`src/rtl/xor_mon_pkg.sv`:
```
// xor_mon_pkg: shared state type, default timing and parity helper for the XOR fault monitor.
package xor_mon_pkg;
  typedef enum logic [1:0] {IDLE, RUN, HOLD} state_t;
  localparam int SYNC_STAGES_DEF = 2;
  localparam int SETTLE_DEF = 8;
  localparam int SAMPLE_IDX = SYNC_STAGES_DEF + SETTLE_DEF;
  function automatic logic parity5(input logic [4:0] a);
    return ^a;
  endfunction
endpackage

```
`src/rtl/xor_fault_monitor_sync_chain.sv`:
```
// sync_chain: STAGES-deep flop synchroniser for a single asynchronous input, reset to 0.
module sync_chain #(
  parameter int STAGES = 2
) (
  input  logic clk,
  input  logic resetn,
  input  logic d,
  output logic q
);
  logic [STAGES-1:0] s_q, s_d;
  always_comb s_d = {s_q[STAGES-2:0], d};
  always_ff @(posedge clk or negedge resetn)
    if (!resetn) s_q <= '0;
    else s_q <= s_d;
  assign q = s_q[STAGES-1];
endmodule

```
`src/rtl/xor_fault_monitor.sv`:
```
// xor_fault_monitor: drives probe/pattern into the XOR gate, samples its output once per
// half-period and logs mismatches with a saturating count, sticky flag and first-fault timestamp.
module xor_fault_monitor
  import xor_mon_pkg::*;
#(
  parameter int HALF_PERIOD = 64,
  parameter int SYNC_STAGES = SYNC_STAGES_DEF,
  parameter int SETTLE      = SAMPLE_IDX - SYNC_STAGES_DEF,
  parameter int CNT_W       = 16,
  parameter int TS_W        = 32
) (
  input  logic             clk,
  input  logic             resetn,
  input  logic             en,
  input  logic             clear,
  input  logic [4:0]       a_in,
  input  logic             q_in,
  output logic [4:0]       a_out,
  output logic             probe,
  output logic             active,
  output logic             sample_valid,
  output logic             fault_pulse,
  output logic             fault_sticky,
  output logic [CNT_W-1:0] fault_count,
  output logic [TS_W-1:0]  first_fault_time
);
  localparam int PW = $clog2(HALF_PERIOD);
  localparam int SIDX = SYNC_STAGES + SETTLE;
  localparam logic [CNT_W-1:0] CNT_MAX = '1;

  state_t            state_q, state_d;
  logic [PW-1:0]     phase_q, phase_d;
  logic              probe_q, probe_d;
  logic [4:0]        a_q, a_d;
  logic [TS_W-1:0]   ts_q, ts_d, fft_q, fft_d;
  logic [CNT_W-1:0]  cnt_q, cnt_d;
  logic              sticky_q, sticky_d;
  logic              q_sync, sample, mismatch, wrap;

  sync_chain #(.STAGES(SYNC_STAGES)) u_sync (
    .clk    (clk),
    .resetn (resetn),
    .d      (q_in),
    .q      (q_sync)
  );

  assign sample   = (state_q == RUN) && (phase_q == PW'(SIDX));
  // clear wins over a coincident mismatch: the sample is dropped entirely
  assign mismatch = sample && (q_sync != (parity5(a_q) ^ probe_q)) && !clear;
  assign wrap     = phase_q == PW'(HALF_PERIOD - 1);

  always_comb begin
    state_d  = state_q;
    phase_d  = phase_q;
    probe_d  = probe_q;
    a_d      = a_q;
    ts_d     = clear ? '0 : ts_q + 1'b1;
    cnt_d    = clear ? '0 : cnt_q + CNT_W'(mismatch && cnt_q != CNT_MAX);
    sticky_d = !clear && (sticky_q || mismatch);
    fft_d    = clear ? '0 : (mismatch && !sticky_q) ? ts_q : fft_q;
    case (state_q)
      IDLE: begin
        phase_d = '0;
        probe_d = 1'b0;
        if (en) begin
          state_d = RUN;
          a_d     = a_in;
        end
      end
      RUN: begin
        phase_d = wrap ? '0 : phase_q + 1'b1;
        probe_d = wrap ? ~probe_q : probe_q;
        a_d     = wrap ? a_in : a_q;
        if (cnt_d == CNT_MAX) begin
          state_d = HOLD;
          phase_d = phase_q;
          probe_d = probe_q;
          a_d     = a_q;
        end else if (!en) begin
          state_d = IDLE;
          phase_d = '0;
          probe_d = 1'b0;
        end
      end
      default: begin
        if (clear) begin
          state_d = IDLE;
          phase_d = '0;
          probe_d = 1'b0;
        end
      end
    endcase
  end

  always_ff @(posedge clk or negedge resetn)
    if (!resetn) begin
      state_q  <= IDLE;
      phase_q  <= '0;
      probe_q  <= 1'b0;
      a_q      <= '0;
      ts_q     <= '0;
      cnt_q    <= '0;
      sticky_q <= 1'b0;
      fft_q    <= '0;
    end else begin
      state_q  <= state_d;
      phase_q  <= phase_d;
      probe_q  <= probe_d;
      a_q      <= a_d;
      ts_q     <= ts_d;
      cnt_q    <= cnt_d;
      sticky_q <= sticky_d;
      fft_q    <= fft_d;
    end

  assign a_out            = a_q;
  assign probe            = probe_q;
  assign active           = state_q == RUN;
  assign sample_valid     = sample;
  assign fault_pulse      = mismatch;
  assign fault_sticky     = sticky_q;
  assign fault_count      = cnt_q;
  assign first_fault_time = fft_q;
endmodule

```
`config.mk`:
```
export PLATFORM = sky130hd
export DESIGN_NAME = xor_fault_monitor
export DESIGN_NICKNAME = d
export VERILOG_FILES = /design/src/rtl/xor_mon_pkg.sv /design/src/rtl/xor_fault_monitor_sync_chain.sv /design/src/rtl/xor_fault_monitor.sv
export SDC_FILE = /design/constraint.sdc
export NUM_CORES = 1
export LEC_CHECK = 0
export BUFFER_PORTS_ARGS = -buffer_cell sky130_fd_sc_hd__buf_2
export CORE_UTILIZATION = 35
export DETAILED_ROUTE_END_ITERATION = 8
export SETUP_SLACK_MARGIN = 0.2
export SKIP_LAST_GASP = 1
export SYNTH_ARGS = -nofsm -noshare
export SYNTH_HDL_FRONTEND = slang
export SYNTH_SLANG_ARGS = --single-unit
```
`constraint.sdc`:
```
create_clock -name clk -period 4.2 [get_ports clk]
set_input_delay 0.63 -clock clk [delete_from_list [all_inputs] [get_ports clk]]
set_output_delay 0.63 -clock clk [all_outputs]
set_load 0.02 [all_outputs]
```
== Word level (Yosys, flattened, before mapping) ==
Index checks and enable logic that the tools add are counted.

* Add/sub/neg operators: 3
* Muxes and demuxes: 23
* Reduce and logical (&&, ||, !) cells: 18
* Bitwise logic cells: 2
* Equality and inequality tests: 11

{| class="wikitable"
|+ Operator list
! operator !! number
|-
| 32-bit 2-to-1 mux || 3
|-
| 32-bit by 1-bit adder with 32-bit output, second input constant || 1
|-
| 6-bit 2-to-1 mux || 4
|-
| 16-bit by 1-bit adder with 16-bit output || 1
|-
| 16-bit == test, second input constant || 1
|-
| 16-bit 2-to-1 mux || 1
|-
| 16-bit inequality test, second input constant || 1
|-
| 5-bit 2-to-1 mux || 3
|-
| 6-bit case mux with 2 select lines || 1
|-
| 5-bit case mux with 2 select lines || 1
|-
| 2-bit 2-to-1 mux || 4
|-
| 6-bit by 1-bit adder with 6-bit output, second input constant || 1
|-
| 6-bit by 4-bit == test with 1-bit output, second input constant || 1
|-
| 6-bit == test, second input constant || 1
|-
| 1-bit logical AND || 6
|-
| 3-bit by 2-bit inequality test with 1-bit output, second input constant || 2
|-
| 3-bit AND reduction || 2
|-
| 5-bit XOR reduction || 1
|-
| 1-bit 2-to-1 mux || 4
|-
| 2-bit inequality test, second input constant || 2
|-
| 2-bit case mux with 2 select lines || 1
|-
| 4-bit AND reduction || 1
|-
| 2-bit nonzero test || 2
|-
| 3-bit nonzero test || 1
|-
| other kinds (10) || 11
|}

* Input bits: 10
* Register bits: 97
* Output and inout port bits: 58

== Depth between registers and ports, before layout ==
* Word-level depth: 11
* Mapped depth: 16
* Gate-level depth less buffers: 14

== Cells and area by module ==
A second synthesis with hierarchy kept.

* Cell total of the unflattened synthesis: 452
* Area, all modules: 4690.7 um^2

{| class="wikitable"
|+ By module, submodules not included
! module !! times used !! area each (um^2) !! seq. area each (um^2) !! cells each
|-
| xor_fault_monitor || 1 || 4640.7 || 2377.3 || 450
|-
| sync_chain || 1 || 50.0 || 50.0 || 2
|}

== Least setup slack after synthesis ==
Ideal clock, no wire load.

* Kind: reg2reg
* Start: register state_q[1]
* End: register phase_q[1]
* Cell stages (with the launch flop): 17
* Library setup time: 0.125 ns
* Setup slack: 0.334 ns
* Required time: 4.075 ns
* Buffers on the path: 3
* Arrival: 3.741 ns
* Cells stage by stage: dfrtp_1 -> nor2b_1 -> clkbuf_1 -> nand3_1 -> or3_1 -> a31oi_1 -> ha_1 -> ha_1 -> clkbuf_1 -> nand3_1 -> or4_1 -> a21oi_2 -> nand4b_1 -> nor3_4 -> a21o_1 -> buf_6 -> mux2_4

* Cells in the longest elaborated chain, start to end: 10
* Elaborated cells between the ends (all ways): 13
* Classes of those cells: add/sub: 1; eq/ne: 3; mux: 2; reduce/logical: 7

{| class="wikitable"
|+ Ends and longest elaborated chain
! element !! line !! RTL
|-
| from (decl) || xor_fault_monitor.sv:31 || <nowiki>state_t state_q, state_d;</nowiki>
|-
| from (signal assigned) || xor_fault_monitor.sv:106 || <nowiki>state_q <= state_d;</nowiki>
|-
| 2-bit by 1-bit == test with 1-bit output || -- ||
|-
| named net active || xor_fault_monitor.sv:20 || <nowiki>output logic active,</nowiki>
|-
| 1-bit logical AND || xor_fault_monitor.sv:47 || <nowiki>assign sample = (state_q == RUN) && (phase_q == PW'(SIDX));</nowiki>
|-
| 1-bit logical AND (2 in series) || xor_fault_monitor.sv:49 || <nowiki>assign mismatch = sample && (q_sync != (parity5(a_q) ^ probe_q)) && !clear;</nowiki>
|-
| 1-bit logical AND || xor_fault_monitor.sv:58 || <nowiki>cnt_d = clear ? '0 : cnt_q + CNT_W'(mismatch && cnt_q != CNT_MAX);</nowiki>
|-
| 16-bit by 1-bit adder with 16-bit output || xor_fault_monitor.sv:58 ||
|-
| 16-bit 2-to-1 mux || xor_fault_monitor.sv:58 ||
|-
| named net cnt_d[12] || xor_fault_monitor.sv:36 || <nowiki>logic [CNT_W-1:0] cnt_q, cnt_d;</nowiki>
|-
| 16-bit == test || xor_fault_monitor.sv:74 || <nowiki>if (cnt_d == CNT_MAX) begin</nowiki>
|-
| 2-bit inequality test (no source line) || -- ||
|-
| 2-bit AND reduction (no source line) || -- ||
|-
| to (signal assigned) || xor_fault_monitor.sv:107 || <nowiki>phase_q <= phase_d;</nowiki>
|-
| to (decl) || xor_fault_monitor.sv:32 || <nowiki>logic [PW-1:0] phase_q, phase_d;</nowiki>
|}

The timed path passes the listed nets, and every way through them passes these cells.
A chain may end at the register's enable or synchronous reset.

== Worst setup path in the final report ==
* Start: register probe_q, in the netlist probe
* End: register a_q[3], in the netlist a_out[3]

* Cells in the longest elaborated chain, start to end: 10

{| class="wikitable"
|+ Ends and longest elaborated chain
! element !! line !! RTL
|-
| from (decl) || xor_fault_monitor.sv:33 || <nowiki>logic probe_q, probe_d;</nowiki>
|-
| from (signal assigned) || xor_fault_monitor.sv:108 || <nowiki>probe_q <= probe_d;</nowiki>
|-
| 1-bit XOR || xor_fault_monitor.sv:49 ||
|-
| 1-bit inequality test || xor_fault_monitor.sv:49 ||
|-
| 1-bit logical AND (2 in series) || xor_fault_monitor.sv:49 ||
|-
| 1-bit logical AND || xor_fault_monitor.sv:58 ||
|-
| 16-bit by 1-bit adder with 16-bit output || xor_fault_monitor.sv:58 ||
|-
| 16-bit 2-to-1 mux || xor_fault_monitor.sv:58 ||
|-
| 16-bit == test || xor_fault_monitor.sv:74 ||
|-
| 2-bit inequality test (no source line) || -- ||
|-
| 4-bit AND reduction (no source line) || -- ||
|-
| to (signal assigned) || xor_fault_monitor.sv:100 || <nowiki>a_q <= '0;</nowiki>
|-
| to (signal assigned) || xor_fault_monitor.sv:109 || <nowiki>a_q <= a_d;</nowiki>
|-
| to (decl) || xor_fault_monitor.sv:34 || <nowiki>logic [4:0] a_q, a_d;</nowiki>
|}

No other way between the ends.

==> out/summary.txt <==
status = complete, no violations
worst-path cell chain = xnor2_2 > xnor2_1 > xnor2_1 > or3_1 > a31oi_1 > ha_2 > buf_4 > nand4_1 > or3_2 > a21oi_1 > o211ai_1 > nor3_4 > buf_4 > o22ai_4 > mux2_4
die width = 118.4 um
post-synth cell types = 57
pre-CTS WS = 0.2493 ns
WS Path Type = reg2reg
die area = 0.01402 mm2
Synth top area share = 51.19%
Slew Viols, Final = 0
Syn Inst Count = 481
RSZ-0062 raised after global routing = false
Final Wtd Congestion = 0.8222
Core ar. = 0.01324 mm2
first-pass GRT wire length = 17,310 um
# DRC = 0
Worst setup EP type = register
input/output buffers = 67
multiplexer share of the synthesized area = 2.797%
Synth area leader = dfrtp_1
number of primary I/O pins = 68
cts hold-fix bufs = 0
Synth Area in Compound Gates = 9.868%
share of cells above drive strength 1 = 21.45%
period utilization = 89.90%
Startpoint Class = register
first-pass iteration count of the detailed router = 4
Pleak = 2.515 nW
H-tree level count = 3
global route overflow = 0
Syn Nets = 496
final-report hold violation count = 0
site row count = 42
initial antenna violation count = 0
final antenna-violating net count = 0
Hold WC Path Type = reg2reg
Max-cap violations = 0
number of enable flip-flop cells after synthesis = 0
Post-Syn Area = 0.004742 mm2
CTS Sinks = 97
CP Max Fanout = 8
Vias/cell = 5.025
nets = 560
Critical-path top delay cell = or3_2
Yosys warnings = 0
hpwl dp = 6819 um
clock-pin transition on the worst setup and hold timing paths = 0.06 ns
post-synthesis simple-gate area fraction = 24.12%
sequential element share of the synthesized area = 51.19%
Post-Synth Adder-Cell Area = 1.319%
VDD IR-drop max = 195.6 uV
routed wire length = 10,260 um
setup violators final = 0
GRT Util Overall = 15.38%
Max Buffers Root-to-Sink = 2
TNS Setup = 0 ns
synth-to-layout area growth = 17.84%
Max Clk Rate = 264.9 MHz
largest net degree at the start of global routing = 85
PnR worst setup slack = 0.4244 ns
Main synth FF type = dfrtp_1
clock skew = 0.008191 ns
fillers = 1,302
Routed WL per cell = 14.13 um
Crit path arrival time = 4.00 ns
CTS tree = yes
min cycle time layout = 3.776 ns
Worst slew margin = 36.20%
total power = 0.001861 W
Yosys reg bits = 97
root buffer cell = clkbuf_16
Crit path max-delay family = simple AND/OR/NAND/NOR gates
PD cells = 333.0 mW/mm2
max incr delay on CP = 0.45 ns
worst-skew pair later-pin latency = 0.34 ns
DR iter-0 viols = 294
Buf+Inv Stages, Crit Path = 2
Die Y = 118.4 um
initial core utilization = 35.81%
TritonCTS Buffers = 9
Async SR Flop Fraction = 100.0%
vias in the first global route = 3,433
top post-synthesis cells by area = dfrtp_1 51%, nand2b_1 4.6%, xnor2_1 4.4%, nand2_1 3.9%, nor2_1 3.6%
vias = 3,648
Avg Cell Area, Syn = 9.859 um2
Synth Area in XOR/XNOR = 7.203%
ANT cells = 0
largest family of logic cells by synthesized area = simple AND/OR/NAND/NOR gates
Worst Tran Pin Value = 0.9570 ns
Worst Path Required = 4.43 ns
==> through the flow <==
| step | utilization [%] | cell area (um2) | hold slack, ns | instances |
|---|---|---|---|---|
| floorplan | - | 4742 | 0.3312 | 481 |
| global placement | 39.62 | 5246 | 0.3633 | 707 |
| detailed placement | 39.62 | 5246 | 0.3675 | 707 |
| CTS | 41.78 | 5533 | 0.3825 | 723 |
| global route | 42.20 | 5588 | 0.3955 | 726 |
| finish | 42.20 | 5588 | 0.3760 | 726 |
==> power breakdown <==
group	switching (W)	internal [W]
clock	0.000340	0.000453
sequential	0.0000124	0.000946
combinational	0.0000645	0.0000446
total	0.000417	0.00144
==> layout by cell type, fill, tap and decap left out, types with 2 or more instances in the layout <==
master / Yosys / routed
clkbuf_8: 0 / 3
a21oi_1: 9 / 8
nor2_1: 46 / 45
a22o_1: 2 / 2
o21ai_1: 11 / 11
o31ai_1: 2 / 2
buf_4: 1 / 11
nor2b_1: 8 / 8
inv_1: 13 / 13
o211ai_1: 3 / 3
nor3_1: 7 / 7
clkbuf_1: 17 / 3
nand2b_1: 35 / 35
a41oi_1: 2 / 2
mux2i_1: 2 / 2
o21ai_0: 33 / 33
nor4_2: 2 / 3
nand4b_1: 3 / 3
nor4_1: 4 / 3
nand2_1: 49 / 49
xor2_1: 15 / 15
xnor2_1: 24 / 23
nand4_1: 5 / 5
or3_1: 9 / 9
or3_2: 2 / 2
and3_1: 8 / 8
nand3_1: 28 / 28
ha_1: 5 / 3
dfrtp_1: 97 / 97
clkbuf_16: 0 / 9
mux2_4: 6 / 6
a21o_1: 2 / 2
a21oi_2: 1 / 2
buf_2: 4 / 66
==> metal layers <==
layer  share of wire [%]  GRT usage [%]  up-vias  routed length (um)
met1                  50          22.30     1809                5087
met4                 1.8          6.883        0                 182
met2                  46          22.76       65                4706
li1                    -              -     1762                   -
met5                   0              0        -                   0
met3                 2.7          2.172       12                 282
==> logic make-up (layout without fill, tap and decap cells) <==
logic type / after synthesis / count (layout)
AOI/OAI and AO/OA: 75 / 75
and+or+nand+nor: 217 / 217
muxes: 10 / 10
adders and majority gates: 5 / 5
DFF: 97 / 97
buffers and inverters: 38 / 107
xor gates and xnor gates: 39 / 39
==> Yosys cell counts, types with 8 or more instances <==
| library cell | count |
|---|---|
| dfrtp_1 | 97 |
| nand2_1 | 49 |
| nor2_1 | 46 |
| nand2b_1 | 35 |
| o21ai_0 | 33 |
| nand3_1 | 28 |
| xnor2_1 | 24 |
| clkbuf_1 | 17 |
| xor2_1 | 15 |
| inv_1 | 13 |
| o21ai_1 | 11 |
| a21oi_1 | 9 |
| or3_1 | 9 |
| and3_1 | 8 |
| nor2b_1 | 8 |
==> repair_timing <==
item / in CTS / in global routing
setup endpoints to repair: 0 / 11
resized for setup: 0 / 6
setup buffers: 0 / 3
==> sequential cells by signal, indices dropped and copies added, names as in the netlist <==
| name | count |
|---|---|
| fault_sticky | 1 |
| u_sync.s_q | 2 |
| ts_q | 32 |
| a_out | 5 |
| probe | 1 |
| phase_q | 6 |
| first_fault_time | 32 |
| fault_count | 16 |
| state_q | 2 |
==> final cells by class <==
type	instances	area [um2]	area share (%)
clock buffers	15	277.8	4.971
clock inverters	1	8.758	0.1567
inverters	14	52.55	0.9404
multi-input cells	346	2188	39.16
flip-flops and latches	97	2427	43.44
well taps	176	220.2	3.941
repair buffers	77	412.9	7.389
==> path summary, 6_finish.rpt <==
check / endpoint / slack [ns] / from / cells past startpoint
worst max-delay path: a_out[3] / 0.42 / probe / 15
worst min-delay path: u_sync.s_q[1] / 0.38 / u_sync.s_q[0] / 0
worst max register to register: a_out[3] / 0.42 / probe / 15
worst min register to register: u_sync.s_q[1] / 0.38 / u_sync.s_q[0] / 0
max in group asynchronous: fault_count[11] / 2.83 / resetn / 2
min in group asynchronous: fault_count[10] / 0.40 / resetn / 1
(Power assumes the default switching activity.)
